$ cat src/rtl/i2c_pkg.sv
// rtl/i2c_pkg.sv - shared I2C constants, FSM encodings and address helper
package i2c_pkg;

    localparam int I2C_ADDR_W = 7;
    localparam int I2C_BYTE_W = 8;

    localparam logic I2C_WRITE = 1'b0;
    localparam logic I2C_READ  = 1'b1;

    typedef enum logic [2:0] {
        ST_IDLE,
        ST_ADDR,
        ST_ADDR_ACK,
        ST_DATA,
        ST_DATA_ACK,
        ST_IGNORE
    } i2c_state_e;

    // Sub-phase of an ACK clock: drive on the fall, hold through the rise, release on the next fall.
    typedef enum logic [1:0] {
        ACK_WAIT_FALL,
        ACK_WAIT_RISE,
        ACK_WAIT_END
    } i2c_ack_phase_e;

    function automatic logic addr_hit(input logic [I2C_BYTE_W-1:0] b,
                                      input logic [I2C_ADDR_W-1:0] a);
        return (b[I2C_BYTE_W-1:1] == a) && (b[0] == I2C_WRITE);
    endfunction

endpackage

$ cat src/rtl/i2c_line_sync.sv
// rtl/i2c_line_sync.sv - 2-flop synchronizer plus delayed copy with edge pulses
module i2c_line_sync (
    input  logic clk,
    input  logic rst,
    input  logic line_i,
    output logic level_o,
    output logic rise_o,
    output logic fall_o
);

    logic       meta_q;
    logic       sync_q;
    logic       dly_q;
    logic [2:0] vld_q;

    always_ff @(posedge clk or posedge rst) begin
        if (rst) begin
            meta_q <= 1'b1;
            sync_q <= 1'b1;
            dly_q  <= 1'b1;
            vld_q  <= 3'b000;
        end else begin
            meta_q <= line_i;
            sync_q <= meta_q;
            dly_q  <= sync_q;
            vld_q  <= {vld_q[1:0], 1'b1};
        end
    end

    // Edges are suppressed until the pipe holds real samples, so a line that is
    // low at reset release cannot masquerade as a falling edge.
    assign level_o = sync_q;
    assign rise_o  = vld_q[2] &  sync_q & ~dly_q;
    assign fall_o  = vld_q[2] & ~sync_q &  dly_q;

endmodule

$ cat src/rtl/i2c_rx.sv
// rtl/i2c_rx.sv - write-only I2C target receiver with address match and ACK
module i2c_rx
    import i2c_pkg::*;
#(
    parameter logic [I2C_ADDR_W-1:0] ADDR = 7'h42
) (
    input  logic                  clk,
    input  logic                  rst,
    input  logic                  scl_in,
    input  logic                  sda_in,
    output logic                  sda_oe,
    output logic [I2C_BYTE_W-1:0] data_out,
    output logic                  wr_en,
    output logic                  start_det,
    output logic                  stop_det,
    output logic                  busy
);

    logic scl, scl_rise, scl_fall;
    logic sda, sda_rise, sda_fall;
    logic start_c, stop_c;

    i2c_line_sync u_scl_sync (
        .clk     (clk),
        .rst     (rst),
        .line_i  (scl_in),
        .level_o (scl),
        .rise_o  (scl_rise),
        .fall_o  (scl_fall)
    );

    i2c_line_sync u_sda_sync (
        .clk     (clk),
        .rst     (rst),
        .line_i  (sda_in),
        .level_o (sda),
        .rise_o  (sda_rise),
        .fall_o  (sda_fall)
    );

    assign start_c = sda_fall & scl;
    assign stop_c  = sda_rise & scl;

    i2c_state_e            state_q, state_d;
    i2c_ack_phase_e        ack_q, ack_d;
    logic [2:0]            cnt_q, cnt_d;
    logic [I2C_BYTE_W-1:0] shift_q, shift_d;
    logic [I2C_BYTE_W-1:0] data_q, data_d;
    logic                  full_q, full_d;
    logic                  sda_oe_q, sda_oe_d;
    logic                  wr_en_q, wr_en_d;
    logic                  start_q, start_d;
    logic                  stop_q, stop_d;
    logic                  busy_q, busy_d;
    logic [I2C_BYTE_W-1:0] shift_in;

    assign shift_in = {shift_q[I2C_BYTE_W-2:0], sda};

    always_ff @(posedge clk or posedge rst) begin
        if (rst) begin
            state_q  <= ST_IDLE;
            ack_q    <= ACK_WAIT_FALL;
            cnt_q    <= 3'd0;
            shift_q  <= '0;
            data_q   <= '0;
            full_q   <= 1'b0;
            sda_oe_q <= 1'b0;
            wr_en_q  <= 1'b0;
            start_q  <= 1'b0;
            stop_q   <= 1'b0;
            busy_q   <= 1'b0;
        end else begin
            state_q  <= state_d;
            ack_q    <= ack_d;
            cnt_q    <= cnt_d;
            shift_q  <= shift_d;
            data_q   <= data_d;
            full_q   <= full_d;
            sda_oe_q <= sda_oe_d;
            wr_en_q  <= wr_en_d;
            start_q  <= start_d;
            stop_q   <= stop_d;
            busy_q   <= busy_d;
        end
    end

    always_comb begin
        state_d  = state_q;
        ack_d    = ack_q;
        cnt_d    = cnt_q;
        shift_d  = shift_q;
        data_d   = data_q;
        full_d   = full_q;
        sda_oe_d = sda_oe_q;
        busy_d   = busy_q;
        wr_en_d  = 1'b0;
        start_d  = 1'b0;
        stop_d   = 1'b0;

        if (stop_c) begin
            state_d  = ST_IDLE;
            cnt_d    = 3'd0;
            full_d   = 1'b0;
            sda_oe_d = 1'b0;
            stop_d   = 1'b1;
            busy_d   = 1'b0;
        end else if (start_c) begin
            state_d  = ST_ADDR;
            cnt_d    = 3'd0;
            full_d   = 1'b0;
            sda_oe_d = 1'b0;
            start_d  = 1'b1;
            busy_d   = 1'b1;
        end else begin
            case (state_q)
                ST_IDLE: ;
                ST_ADDR: begin
                    if (scl_rise) begin
                        shift_d = shift_in;
                        cnt_d   = cnt_q + 3'd1;
                        if (cnt_q == 3'd7) begin
                            ack_d   = ACK_WAIT_FALL;
                            state_d = addr_hit(shift_in, ADDR) ? ST_ADDR_ACK : ST_IGNORE;
                        end
                    end
                end
                ST_DATA: begin
                    // The byte is only handed over on the following SCL fall, so the
                    // strobe and the ACK drive land in the same cycle.
                    if (scl_rise && !full_q) begin
                        shift_d = shift_in;
                        cnt_d   = cnt_q + 3'd1;
                        full_d  = (cnt_q == 3'd7);
                    end else if (scl_fall && full_q) begin
                        data_d   = shift_q;
                        wr_en_d  = 1'b1;
                        sda_oe_d = 1'b1;
                        full_d   = 1'b0;
                        ack_d    = ACK_WAIT_RISE;
                        state_d  = ST_DATA_ACK;
                    end
                end
                ST_ADDR_ACK, ST_DATA_ACK: begin
                    case (ack_q)
                        ACK_WAIT_FALL: if (scl_fall) begin
                            sda_oe_d = 1'b1;
                            ack_d    = ACK_WAIT_RISE;
                        end
                        ACK_WAIT_RISE: if (scl_rise) ack_d = ACK_WAIT_END;
                        default: if (scl_fall) begin
                            sda_oe_d = 1'b0;
                            ack_d    = ACK_WAIT_FALL;
                            state_d  = ST_DATA;
                        end
                    endcase
                end
                ST_IGNORE: sda_oe_d = 1'b0;
                default:   state_d  = ST_IDLE;
            endcase
        end
    end

    assign sda_oe    = sda_oe_q;
    assign data_out  = data_q;
    assign wr_en     = wr_en_q;
    assign start_det = start_q;
    assign stop_det  = stop_q;
    assign busy      = busy_q;

endmodule

$ cat config.mk
export PLATFORM = sky130hd
export DESIGN_NAME = i2c_rx
export DESIGN_NICKNAME = d
export VERILOG_FILES = /design/src/rtl/i2c_pkg.sv /design/src/rtl/i2c_line_sync.sv /design/src/rtl/i2c_rx.sv
export SDC_FILE = /design/constraint.sdc
export NUM_CORES = 1
export LEC_CHECK = 0
export BUFFER_PORTS_ARGS = -buffer_cell sky130_fd_sc_hd__buf_4
export CORE_UTILIZATION = 30
export DETAILED_ROUTE_END_ITERATION = 8
export PLACE_DENSITY = 0.57
export REMOVE_ABC_BUFFERS = 1
export SYNTH_ARGS = -nofsm -noshare
export SYNTH_HDL_FRONTEND = slang
export SYNTH_SLANG_ARGS = --single-unit
$ cat constraint.sdc
create_clock -name clk -period 2.2 [get_ports clk]
set_input_delay 0.66 -clock clk [delete_from_list [all_inputs] [get_ports clk]]
set_output_delay 0.66 -clock clk [all_outputs]
set_load 0.01 [all_outputs]
# --- Yosys cells after proc, flatten, opt, wreduce, memory -nomap -nowiden ---
# Index checks and enable logic that the tools add are counted.
word_totals:
  ramBits: 0
  ff_bits: 42
  out_inout_bits: 13
  inputBits: 4
  latch_bits: 0
  romBits: 0
  wordCells: 135
  mem_count: 0
classes:
  eq_ne: 25
  addsub: 1
  shift: 0
  bitwise_logic: 17
  mul: 0
  div_mod_pow: 0
  mux: 50
  magnitude_cmp: 0
  n_reduce_logical: 23
ops:
  columns: ["op", "count"]
  rows:
  - ["$mux 3", 13]
  - ["$ne 4x4->1 const B", 8]
  - ["$mux 1", 21]
  - ["$mux 8", 2]
  - ["$pmux 8 s2", 1]
  - ["$reduce_and 5->1", 3]
  - ["$mux 2", 7]
  - ["$pmux 3 s4", 1]
  - ["$and 1x1->1", 10]
  - ["$ne 2x2->1 const B", 5]
  - ["$reduce_and 10->1", 1]
  - ["$eq 3x3->1 const B", 3]
  - ["$ne 3x3->1 const B", 3]
  - ["$reduce_bool 4->1", 2]
  - ["$eq 7x7->1 const B", 1]
  - ["$not 1->1", 7]
  - ["$reduce_and 7->1", 1]
  - ["$eq 3x2->1 const B", 2]
  - ["$pmux 2 s3", 1]
  - ["$pmux 3 s2", 1]
  - ["$reduce_bool 3->1", 2]
  - ["$reduce_or 2->1", 3]
  - ["$reduce_bool 5->1", 1]
  - ["$pmux 2 s2", 1]
  - ["13 further kinds", 16]

# --- Longest topological paths before layout ---
depth:
  ltp_word: 9
  mapped_depth: 7
  ltp_nobuf: 7

# --- By module ---
# From an unflattened synthesis, not the netlist that was laid out.
hier_totals:
  hier_cells: 142
  hier_area_um2: 1815.5
by_module_without_submodules:
  columns: ["module", "instances", "area_per_inst_um2", "seq_area_each_um2", "cells_per_inst"]
  rows:
  - ["i2c_rx", 1, 1457.6, 750.7, 122]
  - ["i2c_line_sync", 2, 178.9, 153.9, 10]

# --- Worst setup path after synthesis ---
# OpenSTA, ideal clock, no wires.
synth_path:
  kind: "register to register"
  startpoint: "register u_sda_sync.sync_q, in the netlist u_sda_sync.level_o"
  endpoint: "register ack_q[0]"
  required_ps: 2082
  slack_ps: 380
  n_path_buf: 0
  synth_period_minus_slack_ps: 1820
  arrival_time_ps: 1702
  setup_ps: 118
  stages_incl_launch_ff: 6
  cell_sequence: "dfstp_2 -> xnor2_2 -> nor2_2 -> or3_1 -> or3_1 -> a21o_1"
synth_via:
  elab_chain_cells: 6
  elab_cells_between_ends: 10
  classes_between: "9 x bitwise; 1 x reduce/logical"
synth_rtl:
  columns: ["item", "line_no", "text"]
  rows:
  - ["from (decl)", "i2c_line_sync.sv:12", "logic sync_q;"]
  - ["from (signal assigned)", "i2c_line_sync.sv:24", "sync_q <= meta_q;"]
  - ["$not 1->1", "i2c_line_sync.sv:34", "assign fall_o = vld_q[2] & ~sync_q & dly_q;"]
  - ["$and 1x1->1 (2 in series)", "i2c_line_sync.sv:34", null]
  - ["$and 1x1->1", "i2c_rx.sv:41", "assign start_c = sda_fall & scl;"]
  - ["$not 1->1 (no source line)", null, null]
  - ["$reduce_and 10->1 (no source line) (*)", null, null]
  - ["to (signal assigned)", "i2c_rx.sv:74", "ack_q <= ack_d;"]
  - ["to (decl)", "i2c_rx.sv:45", "i2c_ack_phase_e ack_q, ack_d;"]
# Mark *: on every way between the ends. The rest lies on a longest branch, timed or not.
# A chain may end at the register's enable or synchronous reset.

# --- Worst setup path after layout ---
layout_path:
  startpoint: "register state_q[2]"
  endpoint: "register shift_q[0]"
layout_via:
  elab_chain_cells: 3
  elab_cells_between_ends: 7
  classes_between: "4 x eq/ne; 1 x mux; 2 x reduce/logical"
layout_rtl:
  columns: ["item", "line_no", "text"]
  rows:
  - ["from (decl)", "i2c_rx.sv:44", "i2c_state_e state_q, state_d;"]
  - ["from (signal assigned)", "i2c_rx.sv:73", "state_q <= state_d;"]
  - ["$eq 3x2->1 or $eq 3x1->1 (tied branches)", "i2c_rx.sv:115", "case (state_q)"]
  - ["$ne 2x2->1 (no source line) or $reduce_bool 2->1 (tied branches)", null, null]
  - ["$reduce_and 5->1 (no source line)", null, null]
  - ["to (signal assigned)", "i2c_rx.sv:76", "shift_q <= shift_d;"]
  - ["to (decl)", "i2c_rx.sv:47", "logic [I2C_BYTE_W-1:0] shift_q, shift_d;"]
# Several ways; a longest one is shown, not always the timed one.

==> impl_results.md <==
* Status: finished, final reports clean
* Placer Congestion at 0.751
* Fmax at 0.495 GHz
* Post-CTS sizing at 0
* Post-Synth Simple-Gate Area at 17.6%
* Cts-stage hold buffer count at 0
* Clk_lat worst skew at 0.29 ns
* Residual DRC at 0
* Area delta synth->final at 19.0%
* Vias in the first global route at 1149
* Crit path max fanout at 11
* Synth top area cells: dfrtp_1, dfstp_2, mux2_4
* Reg2Reg Setup Slack at 0.18 ns
* H-Tree Depth at 2
* P_leak at 1.05 nW
* Reg2Reg Depth at 6
* Reg2reg end: shift_q[0]
* Ys async rst share at 100%
* Post-Route WL at 3.15 mm
* # setup viols final at 0
* # clock sinks at 39
* Number of synthesized register bits at 39
* Max-cap violations at 0
* CTS clk-pin slew, worst paths at 0.07 ns
* CTS root buf: clkbuf_8
* Die W at 80.8 µm
* WP data required at 2.38 ns
* Mux share of post-synthesis cell area at 14.0%
* Critical Path AT at 2.20 ns
* Nets at 183
* Hold Crit Depth at 0
* Post-DR vias/cell at 4.70
* Die Y-Extent at 80.8 µm
* Adder-cell share of the synthesized area at 1.34%
* Largest area contributor in the netlist: dfrtp_1
* First-pass GRT wire length at 5.46 mm
* Predominant post-synthesis flop cell: dfrtp_1
* Hold/Removal Path Class: reg -> reg
* Initial antenna violation count at 0
* Setup Slack @ Placement at 0.191 ns
* Fin worst setup slack at 0.181 ns
* Via count at 1188
* CP Launch Type: register
* Final Slew Violations at 0
* GRT overflow at 0
* PwrDens at 1030 nW/µm²
* Detailed placement HPWL at 2.18 mm
* Setup TNS at 0 ns
* Clk_skew at 0.00986 ns
* ANT cells at 0
* Final period utilization at 91.8%
* Die area at 6520 µm²
* Total GRT Usage at 11.2%
* Yosys top cell area share at 44.4%
* Synthesized area at 1860 µm²
* Final Core Density at 37.2%
* DR WL/cell at 12.4 µm
* Number of synthesized flops with an enable pin at 0
* Starting Density at 31.3%
* Power, Total at 0.00229 W
* Largest net degree at the start of global routing at 40
* # port buffers at 16
* Crit end category: register
* RSZ-0062 raised after global routing: no
* Starting DRT DRC Count at 40
* Yosys warns at 0
* Peak VDD IR at 0.559 mV
* Post-route minimum period at 2.02 ns
* Share of layout cells above drive strength 1 at 33.1%
* CP endpoint: shift_q[0]
* Post-Synthesis Cells at 153
* Cts bufs inserted at 5
* Fin. Hold Viols at 0
* Routed Antenna Nets at 0
* Netlist cell types at 48
* Drt pass-1 iters at 4
* Synth Area in Compound Gates at 9.61%
* Launching element of the worst setup path: state_q[2]
* Most frequent cells in the layout: dfrtp_1, buf_4, nand2_1, mux2_2, mux2_4
* Core area at 5960 µm²
* Mean Syn Cell Area at 12.2 µm²
* CTS tree: done
* CP Class: reg -> reg
* Cell row count at 28
* Clk buf depth at 2
* Synth Area in XOR/XNOR at 1.34%
* Register area share after synthesis at 52.8%
* Reg2reg start: state_q[2]
* Commonest non-fill, non-tap cell in the layout: dfrtp_1
* Number of setup buffers added after CTS at 0
* Io pins at 17
* Main combinational cell family by area after synthesis: simple AND/OR/NAND/NOR gates
through the flow:
stage	cells	area, µm²	hold WS [ns]
2_1_floorplan	148	1820	0.331
3_3_place_gp	245	2080	0.334
3_5_place_dp	245	2080	0.344
4_1_cts	253	2220	0.357
5_1_grt	253	2220	0.359
6_report	253	2220	0.356
critical path, stage by stage, from the launching register on:
cell and delay [ns]:
dfrtp_1 0.49, nand2b_1 0.31, nor3_4 0.29, nand2_2 0.12, or2_1 0.21, buf_4 0.18
mux2_4 0.30
sequential cells by signal, summed over array words and instances (netlist names), 2 cells and up:
name / count
shift_q: 8
ack_q: 2
cnt_q: 3
data_out: 8
state_q: 3
u_scl_sync.vld_q: 2
Yosys cell counts, drive strengths merged (2+ instances only):
cell type and instances:
a21oi 5, nor3b 3, inv 5, dfstp 6
nand2 10, a32oi 2, nor3 4, or3 4
nand2b 4, nand3b 2, or2 2, o21ai 6
mux2 17, a21o 2, mux2i 4, and3b 2
nor2 7, nand3 2, dfrtp 33, ha 2
nor4 2, nor2b 6, buf 5, o31ai 2
where the power goes:
group	switching, W	total, W	internal, W	leakage [nW]
Combinational	0.000299	0.000630	0.000331	0.484
Sequential	0.000138	0.000962	0.000824	0.504
Clock	0.000241	0.000694	0.000453	0.0654
Total	0.000679	0.00229	0.00161	1.05
how the worst min path moves through the flow:
stage,end,start
floorplan,u_scl_sync.vld_q[2],u_sda_sync.vld_q[1]
global placement,u_scl_sync.vld_q[2],u_sda_sync.vld_q[1]
detailed placement,u_sda_sync.vld_q[1],u_scl_sync.vld_q[0]
CTS,u_sda_sync.level_o,u_sda_sync.meta_q
global route,u_sda_sync.level_o,u_sda_sync.meta_q
finish,u_scl_sync.level_o,u_scl_sync.meta_q
per-layer routing:
| layer | vias to the layer above | part of all wire, % | global-route usage, % |
|---|---|---|---|
| li1 | 594 | - | - |
| met2 | 17 | 48 | 17.4 |
| met5 | - | 0 | 0 |
| met3 | 5 | 2.7 | 3.03 |
| met4 | 0 | 1.7 | 5.36 |
| met1 | 572 | 47 | 14.5 |
cells by family (layout without fill, tap and decap cells):
group / count (synthesis) / after routing
xor gates and xnor gates: 2 / 2
buffers and inverters: 10 / 35
adders and majority gates: 2 / 2
muxes: 21 / 21
DFF: 39 / 39
and+or+nand+nor: 52 / 52
other: 1 / 1
AOI/OAI and AO/OA: 26 / 26
final cells by class:
cell class                 instances  area [µm²]
timing repair buffer              22         165
inverter                           5        18.8
sequential                        39         983
clock buffer                       6        72.6
fill                             587        3740
multi-input combinational        104         822
tap                               75        93.8
clock inverter                     2        60.1
(Power assumes the default switching activity.)
